==> src/rtl/hsid_min_dist_sel.sv <==
// hsid_min_dist_sel
//
// Minimum-distance selector for one pixel search. It consumes the final
// accumulated distance for each library reference and keeps the smallest
// distance and the index of its reference. When every expected reference has
// been seen, it reports the result with a one-cycle done pulse.
//
// Optional feature macro: HSID_MAX_DIST_EN. When defined, the block also
// tracks the largest final distance and reports it on max_value / max_ref.
//
// Ports
//   clk, rst        clock, synchronous active-high reset
//   start           one-cycle pulse that begins (or restarts) a search
//   library_size    number of references expected, sampled on start
//   acc_valid       distance beat valid
//   acc_value       accumulated distance (unsigned)
//   acc_last        beat carries the final distance of acc_ref
//   acc_ref         reference index of the beat
//   busy            search in progress
//   done            one-cycle pulse; results are valid in this cycle
//   min_value       smallest final distance (all ones when nothing was seen)
//   min_ref         reference index of min_value
//   error           sticky protocol error, cleared by start
//   max_value/ref   largest final distance and its index (HSID_MAX_DIST_EN)
module hsid_min_dist_sel #(
    parameter int DATA_WIDTH_ACC = 48,
    parameter int HSI_LIBRARY_SIZE = 4095,
    localparam int HSI_LIBRARY_SIZE_ADDR = $clog2(HSI_LIBRARY_SIZE)
) (
    input  logic                             clk,
    input  logic                             rst,
    input  logic                             start,
    input  logic [HSI_LIBRARY_SIZE_ADDR-1:0] library_size,
    input  logic                             acc_valid,
    input  logic [DATA_WIDTH_ACC-1:0]        acc_value,
    input  logic                             acc_last,
    input  logic [HSI_LIBRARY_SIZE_ADDR-1:0] acc_ref,
    output logic                             busy,
    output logic                             done,
    output logic [DATA_WIDTH_ACC-1:0]        min_value,
    output logic [HSI_LIBRARY_SIZE_ADDR-1:0] min_ref,
    output logic                             error
`ifdef HSID_MAX_DIST_EN
    ,
    output logic [DATA_WIDTH_ACC-1:0]        max_value,
    output logic [HSI_LIBRARY_SIZE_ADDR-1:0] max_ref
`endif
);

    // One extra counter bit so a full-size library never wraps the count.
    localparam int CNT_W = HSI_LIBRARY_SIZE_ADDR + 1;

    typedef enum logic [1:0] {
        IDLE = 2'd0,
        RUN  = 2'd1,
        DONE = 2'd2
    } state_t;

    state_t                           state;
    logic [HSI_LIBRARY_SIZE_ADDR-1:0] lib_size;
    logic [CNT_W-1:0]                 ref_cnt;
    logic [CNT_W-1:0]                 cnt_inc;
    logic                             last_beat;
    logic                             ref_in_range;
    logic                             final_ref;

    // Only final distances take part in the search; partial sums are ignored.
    assign last_beat    = acc_valid & acc_last;
    assign ref_in_range = acc_ref < lib_size;
    assign cnt_inc      = ref_cnt + CNT_W'(1);
    assign final_ref    = cnt_inc == {1'b0, lib_size};

    always_ff @(posedge clk) begin
        if (rst) begin
            state     <= IDLE;
            busy      <= 1'b0;
            done      <= 1'b0;
            lib_size  <= '0;
            ref_cnt   <= '0;
            min_value <= '1;
            min_ref   <= '0;
            error     <= 1'b0;
`ifdef HSID_MAX_DIST_EN
            max_value <= '0;
            max_ref   <= '0;
`endif
        end else begin
            done <= 1'b0;
            if (start) begin
                // Start wins over any beat in the same cycle, in every state;
                // an aborted search simply reinitialises without a done pulse.
                lib_size  <= library_size;
                ref_cnt   <= '0;
                min_value <= '1;
                min_ref   <= '0;
                error     <= 1'b0;
`ifdef HSID_MAX_DIST_EN
                max_value <= '0;
                max_ref   <= '0;
`endif
                if (library_size == '0) begin
                    state <= DONE;
                    done  <= 1'b1;
                    busy  <= 1'b0;
                end else begin
                    state <= RUN;
                    busy  <= 1'b1;
                end
            end else begin
                case (state)
                    RUN: begin
                        if (last_beat) begin
                            if (ref_in_range) begin
                                // Strict compare: ties keep the earlier winner.
                                if (acc_value < min_value) begin
                                    min_value <= acc_value;
                                    min_ref   <= acc_ref;
                                end
`ifdef HSID_MAX_DIST_EN
                                if (acc_value > max_value) begin
                                    max_value <= acc_value;
                                    max_ref   <= acc_ref;
                                end
`endif
                                ref_cnt <= cnt_inc;
                                if (final_ref) begin
                                    state <= DONE;
                                    done  <= 1'b1;
                                    busy  <= 1'b0;
                                end
                            end else begin
                                error <= 1'b1;
                            end
                        end
                    end
                    DONE: begin
                        state <= IDLE;
                        if (last_beat) error <= 1'b1;
                    end
                    default: begin
                        state <= IDLE;
                        if (last_beat) error <= 1'b1;
                    end
                endcase
            end
        end
    end

endmodule

==> config.mk <==
export PLATFORM = sky130hd
export DESIGN_NAME = hsid_min_dist_sel
export DESIGN_NICKNAME = d
export VERILOG_FILES = /design/src/rtl/hsid_min_dist_sel.sv
export SDC_FILE = /design/constraint.sdc
export NUM_CORES = 1
export LEC_CHECK = 0
export CAP_MARGIN = 10
export CORE_MARGIN = 4
export CORE_UTILIZATION = 50
export CTS_CLUSTER_DIAMETER = 80
export CTS_CLUSTER_SIZE = 14
export DETAILED_ROUTE_END_ITERATION = 7
export DONT_BUFFER_PORTS = 1
export PLACE_DENSITY = 0.66
export SETUP_SLACK_MARGIN = 0.02
export SYNTH_ARGS = -nofsm -noshare
export SYNTH_HDL_FRONTEND = slang
export SYNTH_SLANG_ARGS = --single-unit
==> constraint.sdc <==
create_clock -name clk -period 2.8 [get_ports clk]
set_input_delay 0.56 -clock clk [delete_from_list [all_inputs] [get_ports clk]]
set_output_delay 0.56 -clock clk [all_outputs]
set_load 0.02 [all_outputs]
==> metrics.cfg, run 1 <==
[outcome]
status=finished clean

[route]
viasPerCell=5.35
drc=0
first_pass_iters=4
wl_per_cell_microns=14.9
first_iter_violations=245
ant_nets=0
wl_mm=12.2
via_count=4394

[timing]
tightest_slew_ps=539
drv_slew=0
period_share_pct=93.2
period_minus_slack_ps=2610
totalNegativeSetupSlack_ps=0
hold_viol=0
fmax_mhz=383
setup_viol=0
rsz0062_at_grt=false
relSlewSlack_pct=64.1
clock_skew_ps=17.5

[yosys]
synth.most_common_cell=nor2_1
yosysUniqueCellTypes=44
synth.area.top_cells=dfxtp_1 33%, ha_1 14%, mux2i_1 14%
seq_area_frac_synth_pct=33.4
yosys_warnings=0
postSynthAreaPerCell_sq_um=8.31
async_reset_ff_share_pct=0
ys_seq_elements=90
yosysTopAreaCellShare_pct=33.4
yosys_most_used_dff=dfxtp_1
syn-num-nets=785
synth.largest_area_cell=dfxtp_1
netlist_instances=649
netlist_top_cells_count=129 x nor2_1, 90 x dfxtp_1, 73 x mux2i_1, 63 x inv_1, 59 x ha_1
synthesis.area_sq_um=5390
synth-edff-count=0

[run]
maxCapViolCount=0

[setup_path]
cp_max_fo=26
r2r-end=min_ref[5]
start_kind=flop
crit_type=flop to flop
crit_start=lib_size[9]
cp-end-kind=flop
reg2regPathDepth=9
r2r_slack_ps=190
cp_data_required_time_ps=3060
arrival_ps=2870
regToRegStartpoint=lib_size[9]

[hold_path]
min_path_type=input pin to flop
holdPathStages=1
hold_path_startpoint=rst
hold_end=lib_size[5]

[place]
globalplace.congestion=0.855
port_buffers=0
dp_cells=806
dp_hpwl_mm=9.78

[pwr]
peakVddDrop_mv=0.289
power_density_nw_per_um2=408
p_leak_uw=0.00331

[global_routing]
grt_util_met1_pct=22.6
grt_max_degree=50
grt_overflow=0
grt_pass1_vias=4235
grt_pass1_wl_mm=20.1
antenna_found_initial=0
grt_use_met3_pct=7.55
top_usage_layer=met2
gr-usage-met2_pct=32.8
grt_usage_pct=19.4

[die]
die-height_microns=112
initial_core_util_pct=51.8
die_x_microns=112
boundaryPins=140
coreArea_sq_um=10400
die-area_sq_um=12500
rows=37

[layout]
fin_nets=817
area_delta_synth_final_pct=12.3
num_antenna_cells=0
fin_cells=822
drive_gt1_share_pct=10.6

[cts]
cts_tree=yes
cts-hold-fix-buffers=0
clk_pin_slew_worst_paths_ps=100
root_buffer=clkbuf_8
ctsHtreeMaxLevel=3
clock_latency_ps=370
cts.sinks=90
cts_resized=0
cts_buffers=9
cts_max_path_buffers=2
post_cts_buffers=0

==> final cells by class <==
class / instances / area (sq um)
Fill cell: 961 / 4360
Multi-Input combinational cell: 466 / 3210
Sequential cell: 90 / 1800
Timing Repair Buffer: 51 / 433
Inverter: 63 / 236
Tap cell: 136 / 170
Clock buffer: 10 / 138
Clock inverter: 6 / 65.1
==> kinds of logic after synthesis <==
group	Yosys count	synth area share (%)
AOI/OAI and AO/OA	78	9.30
buffers and inverters	93	7.33
DFF	90	33.4
xor gates and xnor gates	22	3.57
muxes	73	13.5
adders and majority gates	59	13.7
and+or+nand+nor	234	19.1
==> worst max-delay path, cell delays in order, from the launching register on <==
cell and delay, ps:
dfxtp_1 380, inv_1 70, ha_1 290, a21o_1 170, a21o_1 210, a211oi_4 290
o211ai_4 120, or4b_4 590, buf_12 210, mux2i_1 140
==> placed cells by master (no fill, tap or decap), types with 2 or more instances in the layout <==
cell type  instances
nand2b_1           6
nor4_1             6
a21o_1             8
nand2_1           39
a21oi_1           26
nor3_1             5
nand4_1           14
a211oi_1           4
inv_1             63
nor2_1           129
clkbuf_8          10
o21ai_0           19
clkinv_2           2
buf_4             47
a31oi_1            2
a221oi_1           2
a21boi_0           2
mux2i_1           73
ha_1              59
or3_1              7
nand3_1           15
xnor2_1           14
o31a_1             2
o211ai_1           2
dfxtp_1           90
o31ai_1            2
buf_12             4
nor2b_1            2
or4_1              2
xor2_1             8
and3_1             2
and4_1             2
==> state kept, by name, indices dropped and copies added, names as in the netlist <==
signal	flops
ref_cnt	13
done	1
busy	1
min_ref	12
lib_size	12
min_value	48
state	2
error	1
==> routing by layer <==
metal / wire length [microns] / part of all wire [%]
met4: 204 / 1.7
met3: 1000 / 8.2
met5: 0 / 0
met2: 5820 / 48
met1: 5210 / 43
==> per-stage QoR <==
| stage | worst slack (ps) | power (uW) | cell area (sq um) | hold WS, ps | utilization (%) |
|---|---|---|---|---|---|
| after global routing | 37.8 | 2580 | 6060 | 214 | 58.1 |
| after global placement | 62.3 | 1570 | 5840 | 529 | 56.1 |
| final | 190 | 2470 | 6060 | 242 | 58.1 |
| after CTS | 136 | 2500 | 6050 | 218 | 58.0 |
| after floorplan | 128 | 1540 | 5390 | 496 | - |
| after detailed placement | 1.15 | 1580 | 5840 | 535 | 56.1 |
==> how the worst max path moves through the flow <==
stage                        end  cells after the start
detailed placement  min_value[5]                     10
floorplan           min_value[0]                      9
CTS                 min_value[5]                      9
global route        min_value[0]                     10
finish                min_ref[5]                      9
global placement      min_ref[6]                      9
==> power breakdown <==
group / switching, uW / leakage, uW / internal, uW
registers: 22.9 / 0.000731 / 1300
clock network: 482 / 0.000103 / 439
logic: 132 / 0.00247 / 100
Power figures use the tool's default switching activity.
==> run 2, diff against run 1 <==
CELL_PAD_IN_SITES_DETAIL_PLACEMENT = 0   (was default)
CELL_PAD_IN_SITES_GLOBAL_PLACEMENT = 1   (was default)
CORE_UTILIZATION = 42   (was 50)
PLACE_DENSITY = 0.74   (was 0.66)
==> run 2 against run 1 <==
Global-route usage shrank 1.6 points. Final cell count grew 4.6%. Final area increased by 3.0%. Worst setup slack improved by 22 ps. Critical endpoint is now min_ref[4].
==> metrics.cfg, run 2 (synthesis results as in run 1) <==
[die]
die_x_microns=121  ; +8.5%
coreArea_sq_um=12600  ; +21%
die-area_sq_um=14700  ; +18%
die-height_microns=121  ; +8.5%
rows=41  ; +11%
boundaryPins=140  ; unchanged
initial_core_util_pct=42.7  ; -9.0 points

[cts]
cts.sinks=90  ; unchanged
cts_buffers=9  ; unchanged
root_buffer=clkbuf_16
clock_latency_ps=350  ; -20 ps
cts_resized=0  ; unchanged
clk_pin_slew_worst_paths_ps=70  ; -30 ps
cts-hold-fix-buffers=0  ; unchanged
post_cts_buffers=0  ; unchanged
cts_tree=yes
ctsHtreeMaxLevel=3  ; unchanged
cts_max_path_buffers=2  ; unchanged

[route]
first_pass_iters=4  ; unchanged
wl_per_cell_microns=14.8  ; -0.80%
drc=0  ; unchanged
viasPerCell=5.12  ; -4.2%
wl_mm=12.7  ; +3.8%
first_iter_violations=163  ; -33%
via_count=4404  ; +0.23%
ant_nets=0  ; unchanged

[layout]
num_antenna_cells=0  ; unchanged
seqCellArea_sq_um=1800  ; unchanged
fin_nets=819  ; +0.24%
fin_cells=860  ; +4.6%
largest_reg_flops=48  ; unchanged
n_fill_cell=1288  ; +34%
layout_commonest_cell=nor2_1
area_delta_synth_final_pct=15.7
drive_gt1_share_pct=11.2  ; +0.55 points
final_cell_mix=129 x nor2_1, 90 x dfxtp_1, 73 x mux2i_1, 63 x inv_1, 59 x ha_1
top_register=min_value
top_regs=min_value x48, ref_cnt x13
multi_input_area_sq_um=3230  ; +0.66%

[setup_path]
cp_data_required_time_ps=3030  ; -30 ps
start_kind=flop
crit_type=flop to flop
cp-end-kind=flop
arrival_ps=2820  ; -50 ps
path_common_cell=a21o_1
critPathMaxStageDelay_ps=590  ; about the same
cp_max_fo=24  ; -7.7%
worstPathCellList=inv_1 -> ha_1 -> a21o_1 -> a21o_1 -> a211oi_4 -> o211ai_4 -> or4b_4 -> buf_12 -> mux2i_1
r2r_slack_ps=210  ; +20 ps
reg2regPathDepth=9  ; unchanged
r2r-end=min_ref[4]
regToRegStartpoint=lib_size[9]
slowest_stage=or4b_4

[pwr]
p_leak_uw=0.00337  ; +1.9%
peakVddDrop_mv=0.269  ; -6.9%
power_density_nw_per_um2=447  ; +9.5%

[outcome]
status=finished clean

[global_routing]
antenna_found_initial=0  ; unchanged
grt_overflow=0  ; unchanged
grt_max_degree=61  ; +22%
grt_usage_pct=17.8  ; -1.6 points
grt_pass1_wl_mm=21.1  ; +4.8%
grt_pass1_vias=4372  ; +3.2%

[timing]
totalNegativeSetupSlack_ps=0  ; unchanged
tightest_slew_ps=692  ; +153 ps
drv_slew=0  ; unchanged
setup_viol=0  ; unchanged
period_share_pct=92.4  ; -0.78 points
relSlewSlack_pct=53.9  ; -10 points
clock_skew_ps=7.16  ; -10.4 ps
hold_viol=0  ; unchanged
rsz0062_at_grt=false
fmax_mhz=386  ; +0.85%
period_minus_slack_ps=2590  ; -21.9 ps

[place]
port_buffers=0  ; unchanged
dp_hpwl_mm=10.2  ; +4.0%
dp_cells=844  ; +4.7%
globalplace.congestion=0.849  ; -0.70%

[hold_path]
hold_end=lib_size[1]
holdPathStages=1  ; unchanged
min_path_type=input pin to flop
hold_path_startpoint=rst

[run]
maxCapViolCount=0  ; unchanged

[run 2: how the worst max path moves through the flow]
| stage | startpoint | to | slack, ps |
|---|---|---|---|
| floorplan | acc_ref[9] | min_value[0] | 130 |
| global placement | acc_value[30] | min_ref[5] | 20 |
| detailed placement | acc_value[9] | min_value[46] | -100 |
| CTS | min_value[9] | min_value[46] | 70 |
| global route | min_value[30] | min_value[46] | 40 |
| finish | lib_size[9] | min_ref[4] | 210 |
[run 2: routing by layer]
layer / vias to the layer above / part of all wire, % / wire length (microns) / track usage (%)
met5: - / 0 / 0 / 0
met4: 0 / 0.98 / 125 / 4.48
met3: 10 / 8.0 / 1020 / 6.99
met2: 94 / 50 / 6340 / 31.3
met1: 2032 / 41 / 5220 / 20.1
li1: 2268 / - / - / -
[run 2: critical path, delay by kind of cell (launching register included)]
kind            cells  cell delay [ps]
compound gates      4              780
fa+ha+maj           1              290
buf+inv             2              270
flops               1              390
mux                 1              140
simple gates        1              590
[run 2: area by class of cell]
class | instances | share of cell area, %
clock inverters | 7 | 1.28
clock buffers | 9 | 3.61
multi-input cells | 466 | 51.8
repair buffers | 53 | 7.18
inverters | 63 | 3.79
flip-flops and latches | 90 | 28.9
well taps | 172 | 3.45
[run 2: power breakdown]
| part | switching [uW] | leakage, uW | internal (uW) |
|---|---|---|---|
| clock network | 537 | 0.000142 | 698 |
| logic | 132 | 0.00250 | 102 |
| registers | 23.7 | 0.000731 | 1300 |
[run 2: metrics by stage]
stage	instance area (sq um)	utilization (%)	total power, uW	worst slack, ps	hold slack (ps)
2_1_floorplan	5390	-	1540	128	496
3_3_place_gp	5900	46.8	1580	24.2	536
3_5_place_dp	5900	46.8	1580	-96.8	550
4_1_cts	6210	49.2	2840	74.7	256
5_1_grt	6240	49.4	2930	41.5	255
6_report	6240	49.4	2790	212	273
